`src/rtl/timer_pkg.sv`:
```
// rtl/timer_pkg.sv - shared types and default sizes for the timer/capture blocks
package timer_pkg;

  localparam int CNT_W_DEF       = 32;
  localparam int SYNC_STAGES_DEF = 2;

  typedef enum logic [1:0] {
    IDLE    = 2'd0,
    ARM     = 2'd1,
    MEAS_HI = 2'd2,
    MEAS_LO = 2'd3
  } meas_state_e;

endpackage

```
`src/rtl/sync_edge_det.sv`:
```
// rtl/sync_edge_det.sv - multi-flop synchronizer with rise/fall edge detection
module sync_edge_det #(
  parameter int STAGES = 2
) (
  input  logic clk,
  input  logic rst_n,
  input  logic d_i,
  output logic rise_o,
  output logic fall_o
);

  logic [STAGES-1:0] sync_q;
  logic              prev_q;
  // fill_q marks when prev_q holds a genuinely sampled value, so a level that
  // is already high when reset releases is not mistaken for a rising edge
  logic [STAGES:0]   fill_q;

  // shift the input through the synchronizer, keep one delayed copy for edges
  always_ff @(posedge clk or negedge rst_n) begin
    if (!rst_n) begin
      sync_q <= '0;
      prev_q <= 1'b0;
      fill_q <= '0;
    end else begin
      sync_q <= {sync_q[STAGES-2:0], d_i};
      prev_q <= sync_q[STAGES-1];
      fill_q <= {fill_q[STAGES-1:0], 1'b1};
    end
  end

  assign rise_o = fill_q[STAGES] &  sync_q[STAGES-1] & ~prev_q;
  assign fall_o = fill_q[STAGES] & ~sync_q[STAGES-1] &  prev_q;

endmodule

```
`src/rtl/pwm_meas_core.sv`:
```
// rtl/pwm_meas_core.sv - PWM period / active-time measurement with timeout
module pwm_meas_core
  import timer_pkg::*;
#(
  parameter int CNT_W       = CNT_W_DEF,
  parameter int SYNC_STAGES = SYNC_STAGES_DEF
) (
  input  logic             clk,
  input  logic             rst_n,
  input  logic             en,
  input  logic             mode,
  input  logic             inv,
  input  logic             pre_en,
  input  logic [15:0]      pre_val,
  input  logic [CNT_W-1:0] timeout_val,
  input  logic             res_ack,
  input  logic             clr_status,
  input  logic             pwm_i,
  output logic [CNT_W-1:0] period_val,
  output logic [CNT_W-1:0] high_val,
  output logic             res_valid,
  output logic             overrun,
  output logic             timeout,
  output logic             busy,
  output logic             irq
);

  meas_state_e      state, state_nxt;
  logic             rise, fall, tick, measuring;
  logic             complete, to_evt, done_q;
  logic [15:0]      pre_cnt;
  logic [CNT_W-1:0] period_cnt, high_cnt, period_inc, high_inc;

  sync_edge_det #(.STAGES(SYNC_STAGES)) u_sync (
    .clk    (clk),
    .rst_n  (rst_n),
    .d_i    (pwm_i ^ inv),
    .rise_o (rise),
    .fall_o (fall)
  );

  assign tick       = !pre_en || (pre_cnt == '0);
  assign measuring  = (state == MEAS_HI) || (state == MEAS_LO);
  assign busy       = (state != IDLE);
  // saturating increments; the captured result includes the current tick
  assign period_inc = (&period_cnt) ? period_cnt : period_cnt + 1'b1;
  assign high_inc   = (&high_cnt)   ? high_cnt   : high_cnt + 1'b1;

  // next-state logic plus the result / timeout event strobes
  always_comb begin
    state_nxt = state;
    complete  = 1'b0;
    to_evt    = 1'b0;
    if (!en) begin
      state_nxt = IDLE;
    end else begin
      to_evt = measuring && tick && (timeout_val != '0) && (period_inc == timeout_val);
      case (state)
        IDLE:    if (!done_q) state_nxt = ARM;
        ARM:     if (rise) state_nxt = MEAS_HI;
        MEAS_HI: begin
          if (to_evt)    state_nxt = ARM;
          else if (fall) state_nxt = MEAS_LO;
        end
        MEAS_LO: begin
          if (rise) begin
            complete  = 1'b1;
            state_nxt = mode ? MEAS_HI : IDLE;
          end else if (to_evt) begin
            state_nxt = ARM;
          end
        end
        default: state_nxt = IDLE;
      endcase
    end
  end

  // state register and single-shot lockout (released by en going low)
  always_ff @(posedge clk or negedge rst_n) begin
    if (!rst_n) begin
      state  <= IDLE;
      done_q <= 1'b0;
    end else begin
      state <= state_nxt;
      if (!en)                   done_q <= 1'b0;
      else if (complete && !mode) done_q <= 1'b1;
    end
  end

  // prescaler: restarts on every rise so ticks align with the PWM edge
  always_ff @(posedge clk or negedge rst_n) begin
    if (!rst_n)                pre_cnt <= '0;
    else if (!en)              pre_cnt <= '0;
    else if (rise)             pre_cnt <= pre_val;
    else if (pre_en) begin
      if (pre_cnt == '0)       pre_cnt <= pre_val;
      else                     pre_cnt <= pre_cnt - 1'b1;
    end
  end

  // period and active-time counters
  always_ff @(posedge clk or negedge rst_n) begin
    if (!rst_n) begin
      period_cnt <= '0;
      high_cnt   <= '0;
    end else if (!en || rise) begin
      period_cnt <= '0;
      high_cnt   <= '0;
    end else if (tick && measuring) begin
      period_cnt <= period_inc;
      if (state == MEAS_HI) high_cnt <= high_inc;
    end
  end

  // result registers, sticky status flags and the interrupt pulse
  always_ff @(posedge clk or negedge rst_n) begin
    if (!rst_n) begin
      period_val <= '0;
      high_val   <= '0;
      res_valid  <= 1'b0;
      overrun    <= 1'b0;
      timeout    <= 1'b0;
      irq        <= 1'b0;
    end else begin
      irq <= complete || to_evt;
      if (complete) begin
        period_val <= tick ? period_inc : period_cnt;
        high_val   <= high_cnt;
        res_valid  <= 1'b1;
      end else if (res_ack) begin
        res_valid  <= 1'b0;
      end
      if (complete && res_valid && !res_ack) overrun <= 1'b1;
      else if (clr_status)                    overrun <= 1'b0;
      if (to_evt)          timeout <= 1'b1;
      else if (clr_status) timeout <= 1'b0;
    end
  end

endmodule

```
`config.mk`:
```
export PLATFORM = sky130hd
export DESIGN_NAME = pwm_meas_core
export DESIGN_NICKNAME = d
export VERILOG_FILES = /design/src/rtl/timer_pkg.sv /design/src/rtl/sync_edge_det.sv /design/src/rtl/pwm_meas_core.sv
export SDC_FILE = /design/constraint.sdc
export NUM_CORES = 1
export LEC_CHECK = 0
export ABC_CLOCK_PERIOD_IN_PS = 2950
export BUFFER_PORTS_ARGS = -buffer_cell sky130_fd_sc_hd__buf_2
export CAP_MARGIN = 20
export CELL_PAD_IN_SITES_DETAIL_PLACEMENT = 0
export CELL_PAD_IN_SITES_GLOBAL_PLACEMENT = 1
export CORE_MARGIN = 5
export CORE_UTILIZATION = 25
export DETAILED_ROUTE_END_ITERATION = 10
export GPL_ROUTABILITY_DRIVEN = 0
export PLACE_DENSITY_LB_ADDON = 0.1
export SYNTH_ARGS = -nofsm -noshare
export SYNTH_HDL_FRONTEND = slang
export SYNTH_SLANG_ARGS = --single-unit
```
`constraint.sdc`:
```
create_clock -name clk -period 2.95 [get_ports clk]
set_input_delay 0.4425 -clock clk [delete_from_list [all_inputs] [get_ports clk]]
set_output_delay 0.4425 -clock clk [all_outputs]
set_load 0.05 [all_outputs]
```
==> impl_metrics.py, run 1 <==
metrics = {
    "clocking": {
        "clkSlewWorstSetupHoldPaths_ns": 0.08,
        "clock-sinks": 157,
        "root_buffer": "clkbuf_16",
        "cts_tree": "yes",
        "cts-htree-levels": 4,
        "clock_latency_ns": 0.45,
        "cts_buffers": 17,
        "max-clock-path-buffers": 2,
    },
    "pwr": {
        "ir_worst_vdd_mv": 0.389,
        "leakagePower_nw": 5.48,
        "power-per-cell-area_nw_per_um2": 483,
    },
    "critical_path": {
        "path_class": "reg2reg",
        "cp.arrival_ns": 3.18,
        "worst_r2r_path_depth": 10,
        "cp.required_ns": 3.27,
        "r2r_slack_ns": 0.09,
        "r2r-end": "state[1]$_DFFE_PN0P_",
        "crit_path_max_fanout": 10,
        "startpoint_type": "flop",
        "cp-end-kind": "flop",
        "timing.rr.start": "period_cnt[19]$_DFFE_PN0P_",
    },
    "routing": {
        "vias": 8863,
        "drcViolationCount": 0,
        "wl_um": 35900,
        "drt-wirelength-per-cell_um": 19.3,
        "viasPerCell": 4.77,
        "ant_nets": 0,
        "drtIter0Drc": 514,
        "drt_first_pass_iters": 5,
    },
    "sta": {
        "grt_setup_unrepaired": "true",
        "finalMaxSlewViolations": 0,
        "finalCriticalPeriod_ns": 2.86,
        "relSlewSlack_pct": 51.6,
        "hold_viol_final": 0,
        "min_period_over_period_pct": 97.1,
        "setup_viol": 0,
        "fmax_mhz": 349,
        "finalWorstSetupSlack_ns": 0.0857,
        "worst_pin_slew_ns": 0.725,
        "finalClockSkew_ns": 0.0166,
        "fin_tns_setup_ns": 0,
    },
    "floorplanning": {
        "die_w_um": 205,
        "coreArea_um2": 37600,
        "dieArea_um2": 42000,
        "initial_core_util_pct": 25.3,
        "die_h_um": 205,
        "rows": 71,
        "ios": 126,
    },
    "run": {
        "drv_cap": 0,
    },
    "worst_hold_path": {
        "min_delay_worst_endpoint": "u_sync.sync_q[0]$_DFF_PN0_",
        "hold_depth": 2,
        "hold_path.class": "in2reg",
        "hp-start": "pwm_i",
    },
    "synth": {
        "yosysTopAreaCell": "dfrtp_1",
        "ys_warn_count": 0,
        "avgSynthCellArea_um2": 8.40,
        "async_reset_ff_share_pct": 100,
        "syn_inst": 1130,
        "yosysMostFrequentCell": "nand2_1",
        "synth.distinct_cells": 81,
        "ys.flop_type": "dfrtp_1",
        "synthTopCellsByCount": "191 x nand2_1, 157 x dfrtp_1, 134 x nor2_1, 82 x o21ai_0, 79 x xnor2_1",
        "yosysTopAreaCellShare_pct": 41.4,
        "syn_nets": 1191,
        "yosysSeqAreaShare_pct": 41.4,
        "ys_ff_latch": 157,
        "ys_top_cells_by_area": "dfrtp_1 41%, nand2_1 7.6%, xnor2_1 7.3%",
        "synth-edff-count": 0,
        "syn_area_um2": 9490,
    },
    "grt": {
        "track_usage_pct": 17.3,
        "antenna_found_initial": 0,
        "grt_max_degree": 75,
        "overflow": 0,
        "grt_pass1_vias": 8907,
        "grt_pass1_wl_um": 55300,
    },
    "placement": {
        "dpl_cell_area_um2": 11500,
        "dpl.hpwl_um": 27200,
        "pre_cts_slack_ns": -0.183,
        "port_buffers": 125,
        "post-place-cells": 1819,
    },
    "cells_and_area": {
        "drive_gt1_share_pct": 25.2,
        "fin_cells": 1858,
        "final_area_um2": 12200,
        "fin_nets": 1395,
        "area_growth_pct": 28.7,
        "nFillCells": 4029,
        "multi_input_area_um2": 5270,
        "fin_util_pct": 32.5,
        "antenna-diode-count": 0,
        "seq_area_um2": 3930,
    },
    "run_status": {
        "status": "completed",
    },
}
worst max path at each step:
stage,slack (ns),to,start
floorplan,0.02,state[1]$_DFFE_PN0P_,period_cnt[5]$_DFFE_PN0P_
CTS,0.01,state[0]$_DFFE_PN0P_,period_cnt[1]$_DFFE_PN0P_
global route,-0.04,state[1]$_DFFE_PN0P_,pre_cnt[0]$_DFFE_PN0P_
global placement,-0.14,state[1]$_DFFE_PN0P_,period_cnt[10]$_DFFE_PN0P_
detailed placement,-0.18,state[0]$_DFFE_PN0P_,period_cnt[1]$_DFFE_PN0P_
finish,0.09,state[1]$_DFFE_PN0P_,period_cnt[19]$_DFFE_PN0P_
critical path, cell delays in order, from the launching register on:
cell and delay, ns:
dfrtp_1 0.39, nand4_2 0.12, buf_4 0.20, or3_1 0.44, buf_4 0.18, and3_1 0.20
a2111oi_1 0.43, and4b_1 0.29, nand3_1 0.10, nor4_2 0.29, a21oi_1 0.09
metrics by stage:
stage               power (mW)  hold WS [ns]
floorplan                 3.11         0.147
global placement          3.69         0.331
detailed placement        3.67         0.336
CTS                       5.99         0.153
global route              6.24         0.165
finish                    5.90         0.179
cell usage in the layout, fill, tap and decap left out, types with 5 or more instances in the layout:
master,count
mux2i_1,5
o22ai_1,5
nor2_1,134
o21ai_0,81
inv_6,5
and3_1,15
nand3_1,35
and4_1,9
nor3_1,26
nand2_1,189
dfrtp_1,157
nor4_1,18
buf_4,128
a21oi_1,44
and2_1,8
or4_1,5
o31ai_1,6
clkbuf_16,17
or3_1,18
inv_1,24
buf_2,124
nand4_1,27
or2_2,5
a31oi_1,7
o211ai_1,8
xnor2_1,77
xor2_1,48
cell type report:
cell class,count,share of cell area [%]
clock inverter,12,1.03
clock buffer,20,3.74
inverter,24,0.738
multi-input combinational,874,43.1
timing repair buffer,260,14.0
tap,511,5.24
sequential,157,32.2
sequential cells by signal, indices dropped and copies added (netlist names):
register and cells:
irq 1, period_cnt 32, high_val 32, res_valid 1
overrun 1, u_sync.sync_q 2, u_sync.fill_q 3, timeout 1
pre_cnt 16, u_sync.prev_q 1, period_val 32, done_q 1
state 2, high_cnt 32
where the power goes:
group / internal (mW) / switching (mW) / leakage (nW)
Sequential: 2.24 / 0.0770 / 2.17
Clock: 1.23 / 1.03 / 0.286
Combinational: 0.501 / 0.815 / 3.02
repair_timing:
item                                   4_1_cts  5_1_grt
endpoints found under the hold margin       45        0
hold buffers                                 1        0
resized for setup                            7       21
setup endpoints to repair                   14       21
setup buffers                                0        6
pin swaps                                    1        5
logic make-up after synthesis:
family	synth area share (%)
other	0.0395
AND/OR/NAND/NOR	28.0
adder cells (fa/ha/maj)	0.527
AO/OA/AOI/OAI	13.2
buffers and inverters	4.56
multiplexers	0.527
XOR/XNOR	11.7
flip-flops	41.4
routing by layer:
layer | vias to the layer above | GRT usage, % | routed length [um]
met5 | - | 0 | 0
met4 | 0 | 4.93 | 740
met3 | 37 | 3.44 | 1850
met2 | 237 | 27.3 | 16700
met1 | 4266 | 24.1 | 16600
li1 | 4323 | - | -
No activity file was read; power rests on OpenSTA's default activity.
==> inputs of run 2 (changes only) <==
==> constraint.sdc (replaced) <==
create_clock -name clk -period 2.95 [get_ports clk]
set_input_delay 0.59 -clock clk [delete_from_list [all_inputs] [get_ports clk]]
set_output_delay 0.59 -clock clk [all_outputs]
set_load 0.05 [all_outputs]
==> run 2 against run 1 <==
Critical path depth stayed put. Fmax down 2.1%. Sequential share of layout area is 0.38 points higher. Cell count shrank 0.54%. Sequential cell count did not move. Non-clock buffer count fell by 9. Final area down 1.2%. Clock-buffer cell count decreased by 2. Register-to-register slack lost 0.06 ns. Clock skew shrank 0.0029 ns. Routed wire length decreased by 0.18%. Largest power group unchanged.
==> impl_metrics.py, run 2 (synthesis gave the netlist of run 1 again) <==
metrics = {
    "run_status": {
        "status": "completed",
    },
    "floorplanning": {
        "initial_core_util_pct": 25.3,
        "die_w_um": 205,
        "rows": 71,
        "dieArea_um2": 42000,
        "ios": 126,
        "coreArea_um2": 37600,
        "die_h_um": 205,
    },
    "routing": {
        "drtIter0Drc": 452,
        "drt_first_pass_iters": 4,
        "ant_nets": 0,
        "drcViolationCount": 0,
        "viasPerCell": 4.71,
        "vias": 8713,
        "drt-wirelength-per-cell_um": 19.4,
        "wl_um": 35800,
    },
    "sta": {
        "worst_pin_slew_ns": 0.663,
        "min_period_over_period_pct": 99.1,
        "grt_setup_unrepaired": "true",
        "fin_tns_setup_ns": 0,
        "finalMaxSlewViolations": 0,
        "hold_viol_final": 0,
        "relSlewSlack_pct": 55.7,
        "finalCriticalPeriod_ns": 2.92,
        "fmax_mhz": 342,
        "finalClockSkew_ns": 0.0137,
        "setup_viol": 0,
    },
    "placement": {
        "port_buffers": 125,
        "dpl.hpwl_um": 27400,
    },
    "critical_path": {
        "critPathSlowestCell": "or4b_1",
        "cp-end-kind": "flop",
        "cp_cell_sequence": "ha_1 > nand4_4 > nor4_4 > and3_2 > buf_4 > or4_4 > xnor2_1 > or4b_1 > nor4_2 > a21oi_1",
        "crit_path_max_fanout": 7,
        "crit_start": "period_cnt[0]$_DFFE_PN0P_",
        "startpoint_type": "flop",
        "cp.required_ns": 3.28,
        "cp.arrival_ns": 3.25,
        "r2r_slack_ns": 0.03,
        "path_class": "reg2reg",
        "slowest_delay_ns": 0.55,
        "timing.rr.start": "period_cnt[0]$_DFFE_PN0P_",
    },
    "clocking": {
        "clock-sinks": 157,
        "cts_buffers": 17,
        "clock_latency_ns": 0.46,
        "max-clock-path-buffers": 2,
        "root_buffer": "clkbuf_16",
        "cts_tree": "yes",
        "cts-htree-levels": 4,
        "postCtsHoldBufs": 0,
        "clkSlewWorstSetupHoldPaths_ns": 0.07,
    },
    "cells_and_area": {
        "area_growth_pct": 27.2,
        "fin_util_pct": 32.1,
        "mostFrequentLayoutCells": "189 x nand2_1, 157 x dfrtp_1, 134 x nor2_1",
        "antenna-diode-count": 0,
        "drive_gt1_share_pct": 24.6,
        "layout_commonest_cell": "nand2_1",
        "fin_nets": 1386,
    },
    "grt": {
        "overflow": 0,
        "antenna_found_initial": 0,
        "grt_max_degree": 69,
        "grt_pass1_wl_um": 55300,
        "track_usage_pct": 17.2,
        "grt_pass1_vias": 9014,
    },
    "run": {
        "drv_cap": 0,
    },
    "pwr": {
        "swShare_pct": 33.1,
        "ir_worst_vdd_mv": 0.384,
        "power.share.clock_pct": 37.0,
        "power-per-cell-area_nw_per_um2": 475,
        "power.switching_mw": 1.90,
        "pwr-share-seq_pct": 40.5,
        "power_frac_comb_pct": 22.4,
        "cell_internal_pwr_mw": 3.84,
        "leakagePower_nw": 5.38,
    },
    "worst_hold_path": {
        "hold_path.class": "in2async",
    },
}
-- run 2: path summary, 6_finish.rpt --
path	end	cells after the start
min in group clk	u_sync.sync_q[0]$_DFF_PN0_	2
max in group asynchronous	period_val[13]$_DFFE_PN0P_	2
hold / removal	pre_cnt[5]$_DFFE_PN0P_	1
hold reg to reg	u_sync.fill_q[2]$_DFF_PN0_	0
setup reg to reg	state[1]$_DFFE_PN0P_	10
setup / recovery	state[1]$_DFFE_PN0P_	10
-- run 2: cell type report --
class                      instances  area, um2
clock buffer                      18        439
fill                            4121      25500
multi-input combinational        874       5230
clock inverter                    13        108
sequential                       157       3930
inverter                          24       90.1
tap                              511        639
timing repair buffer             251       1630
-- run 2: power by group through the flow --
stage | registers (mW) | logic [mW] | clock network, mW
final | 2.32 | 1.29 | 2.12
after global placement | 2.36 | 1.30 | 0
after detailed placement | 2.36 | 1.29 | 0
after CTS | 2.32 | 1.29 | 2.23
after floorplan | 2.36 | 0.749 | 0
after global routing | 2.34 | 1.44 | 2.31
-- run 2: repair_timing --
| action | CTS | global route |
|---|---|---|
| gates resized for setup | 4 | 18 |
| cloned | 0 | 0 |
| buffers inserted | 0 | 1 |
| pin swaps | 1 | 3 |
| setup endpoints to repair | 8 | 25 |
-- run 2: metrics by stage --
stage | total power [mW] | worst slack (ns) | hold slack, ns | std cells | instance area [um2]
2_1_floorplan | 3.11 | 0.0160 | 0.294 | 1130 | 9500
3_3_place_gp | 3.66 | -0.0736 | 0.332 | 1816 | 11400
6_report | 5.74 | 0.0252 | 0.0658 | 1848 | 12100
5_1_grt | 6.09 | -0.0683 | 0.0638 | 1848 | 12100
3_5_place_dp | 3.65 | -0.0860 | 0.339 | 1816 | 11400
4_1_cts | 5.84 | 0.00800 | 0.0388 | 1847 | 12000
-- run 2: routing by layer --
metal / GRT usage (%) / wire [um]
met1: 24.2 / 17500
met2: 27.2 / 16500
met3: 2.99 / 1160
met4: 5.26 / 614
met5: 0 / 0
-- run 2: worst max-delay path, delay by kind of cell (launching register included) --
| kind | cells | cell delay [ns] |
|---|---|---|
| fa+ha+maj | 1 | 0.25 |
| xor+xnor | 1 | 0.16 |
| buf+inv | 1 | 0.17 |
| flops | 1 | 0.39 |
| simple gates | 6 | 1.72 |
| compound gates | 1 | 0.10 |
==> inputs of run 3 (changes only) <==
CELL_PAD_IN_SITES_GLOBAL_PLACEMENT = 2   (was 1)
==> run 3 against run 2 <==
First-iteration DRC count increased by 2.7%. Combinational power about the same. Fmax increased by 3.0%. Routed wire length increased by 0.22%. Hold slack improved by 0.055 ns. Sequential share of layout area decreased by 0.28 points.
==> impl_metrics.py, run 3 (synthesis gave the netlist of run 1 again) <==
metrics = {
    "run_status": {
        "status": "completed",
    },
    "sta": {
        "hold_viol_final": 0,
        "min_period_over_period_pct": 96.2,
        "finalWorstSetupSlack_ns": 0.111,
        "finalCriticalPeriod_ns": 2.84,
        "fin_tns_setup_ns": 0,
        "setup_viol": 0,
        "fmax_mhz": 352,
        "finalClockSkew_ns": 0.0115,
        "relSlewSlack_pct": 57.5,
        "worst_pin_slew_ns": 0.636,
        "finalMaxSlewViolations": 0,
    },
    "routing": {
        "ant_nets": 0,
        "drt_first_pass_iters": 7,
        "wl_met2_um": 17200,
        "drtIter0Drc": 464,
        "dr_wl_met3_um": 1370,
        "viasPerCell": 4.73,
        "drt-wirelength-per-cell_um": 19.4,
        "met1Wirelength_um": 16800,
        "vias": 8765,
        "wl_um": 35900,
        "top_layer_used": "met4",
        "drcViolationCount": 0,
    },
    "floorplanning": {
        "die_w_um": 205,
        "die_h_um": 205,
        "coreArea_um2": 37600,
        "rows": 71,
        "initial_core_util_pct": 25.3,
        "dieArea_um2": 42000,
        "ios": 126,
    },
    "clocking": {
        "cts-htree-levels": 4,
        "clkSlewWorstSetupHoldPaths_ns": 0.07,
        "cts_tree": "yes",
        "root_buffer": "clkbuf_16",
        "clock-sinks": 157,
        "postCtsHoldBufs": 0,
        "clock_latency_ns": 0.44,
        "cts_buffers": 17,
        "max-clock-path-buffers": 2,
    },
    "critical_path": {
        "timing.rr.start": "period_cnt[17]$_DFFE_PN0P_",
        "critPathSlowestCell": "or4_1",
        "crit_start": "period_cnt[17]$_DFFE_PN0P_",
        "r2r_slack_ns": 0.11,
        "path_class": "reg2reg",
        "path_common_cell": "buf_4",
        "cp.required_ns": 3.30,
        "cp.arrival_ns": 3.19,
        "startpoint_type": "flop",
        "slowest_delay_ns": 0.45,
        "cp_cell_sequence": "nand4_2 > buf_4 > or3_1 > or4_1 > and3_1 > a2111oi_2 > buf_4 > nand4_1 > o22ai_1",
        "crit_path_max_fanout": 4,
        "cp-end-kind": "flop",
    },
    "pwr": {
        "power-per-cell-area_nw_per_um2": 494,
        "swShare_pct": 32.0,
        "leakagePower_nw": 5.45,
        "cell_internal_pwr_mw": 4.09,
        "power_frac_comb_pct": 20.9,
        "finalPower_mw": 6.01,
        "power.share.clock_pct": 40.3,
        "ir_worst_vdd_mv": 0.377,
        "power.switching_mw": 1.93,
        "pwr-share-seq_pct": 38.7,
    },
    "placement": {
        "pre_cts_slack_ns": -0.0647,
        "dpl.hpwl_um": 27600,
        "port_buffers": 125,
    },
    "grt": {
        "antenna_found_initial": 0,
        "grt_pass1_vias": 8907,
        "overflow": 0,
        "track_usage_pct": 17.1,
        "grt_max_degree": 74,
        "grt_pass1_wl_um": 55100,
    },
    "worst_hold_path": {
        "hold_path.class": "in2async",
    },
    "cells_and_area": {
        "antenna-diode-count": 0,
        "fin_nets": 1389,
        "mostFrequentLayoutCells": "188 x nand2_1, 156 x dfrtp_1, 134 x nor2_1",
        "drive_gt1_share_pct": 25.1,
        "layout_commonest_cell": "nand2_1",
        "area_growth_pct": 28.3,
    },
    "run": {
        "drv_cap": 0,
    },
}
-- run 3: changes by cell type in the layout (fill, tap and decap cells not counted), sizes merged --
cell / before / now
clkinv: 4 / 1
clkinvlp: 4 / 2
bufinv: 0 / 3
inv: 29 / 31
clkbuf: 18 / 19
buf: 251 / 254
-- run 3: path summary, 6_finish.rpt --
check                                                   to  cells after the start
worst min register to register  u_sync.fill_q[2]$_DFF_PN0_                      0
max in group asynchronous         high_val[12]$_DFFE_PN0P_                      2
min in group clk                u_sync.sync_q[0]$_DFF_PN0_                      2
worst min-delay path                pre_cnt[3]$_DFFE_PN0P_                      1
worst max-delay path                   timeout$_DFFE_PN0P_                      9
worst max register to register         timeout$_DFFE_PN0P_                      9
-- run 3: critical path, delay by kind of cell, from the launching register on --
| family | cells | cell delay (ns) |
|---|---|---|
| compound gates | 2 | 0.54 |
| buf+inv | 2 | 0.35 |
| flops | 1 | 0.38 |
| simple gates | 5 | 1.48 |
-- run 3: repair_timing --
action,CTS,global route
pin swaps,0,10
setup buffers,0,4
resized for setup,4,24
endpoints found under the setup margin,8,25
-- run 3: power groups by stage --
stage / Combinational, mW / Sequential (mW) / Clock [mW]
after floorplan: 0.749 / 2.36 / 0
after global placement: 1.22 / 2.37 / 0
after detailed placement: 1.22 / 2.37 / 0
after CTS: 1.22 / 2.33 / 2.50
after global routing: 1.42 / 2.35 / 2.59
final: 1.26 / 2.33 / 2.42
-- run 3: metrics by stage --
stage	instance area (um2)	hold WS, ns	cells	util (%)
after detailed placement	11400	0.338	1816	30.4
after global routing	12200	0.142	1852	32.4
after CTS	12100	0.116	1848	32.1
after global placement	11400	0.334	1816	30.4
after floorplan	9500	0.294	1130	-
final	12200	0.121	1852	32.4
-- run 3: layer usage --
layer	global-route usage [%]	up-vias
met4	3.66	0
met3	3.12	29
met2	28.7	190
met1	23.3	4239
li1	-	4307
met5	0	-
-- run 3: area by class of cell --
class / instances / area, um2
inverters: 24 / 90.1
flip-flops and latches: 157 / 3930
repair buffers: 254 / 1650
fillers: 4027 / 25400
clock buffers: 19 / 443
well taps: 511 / 639
multi-input cells: 874 / 5250
clock inverters: 13 / 174
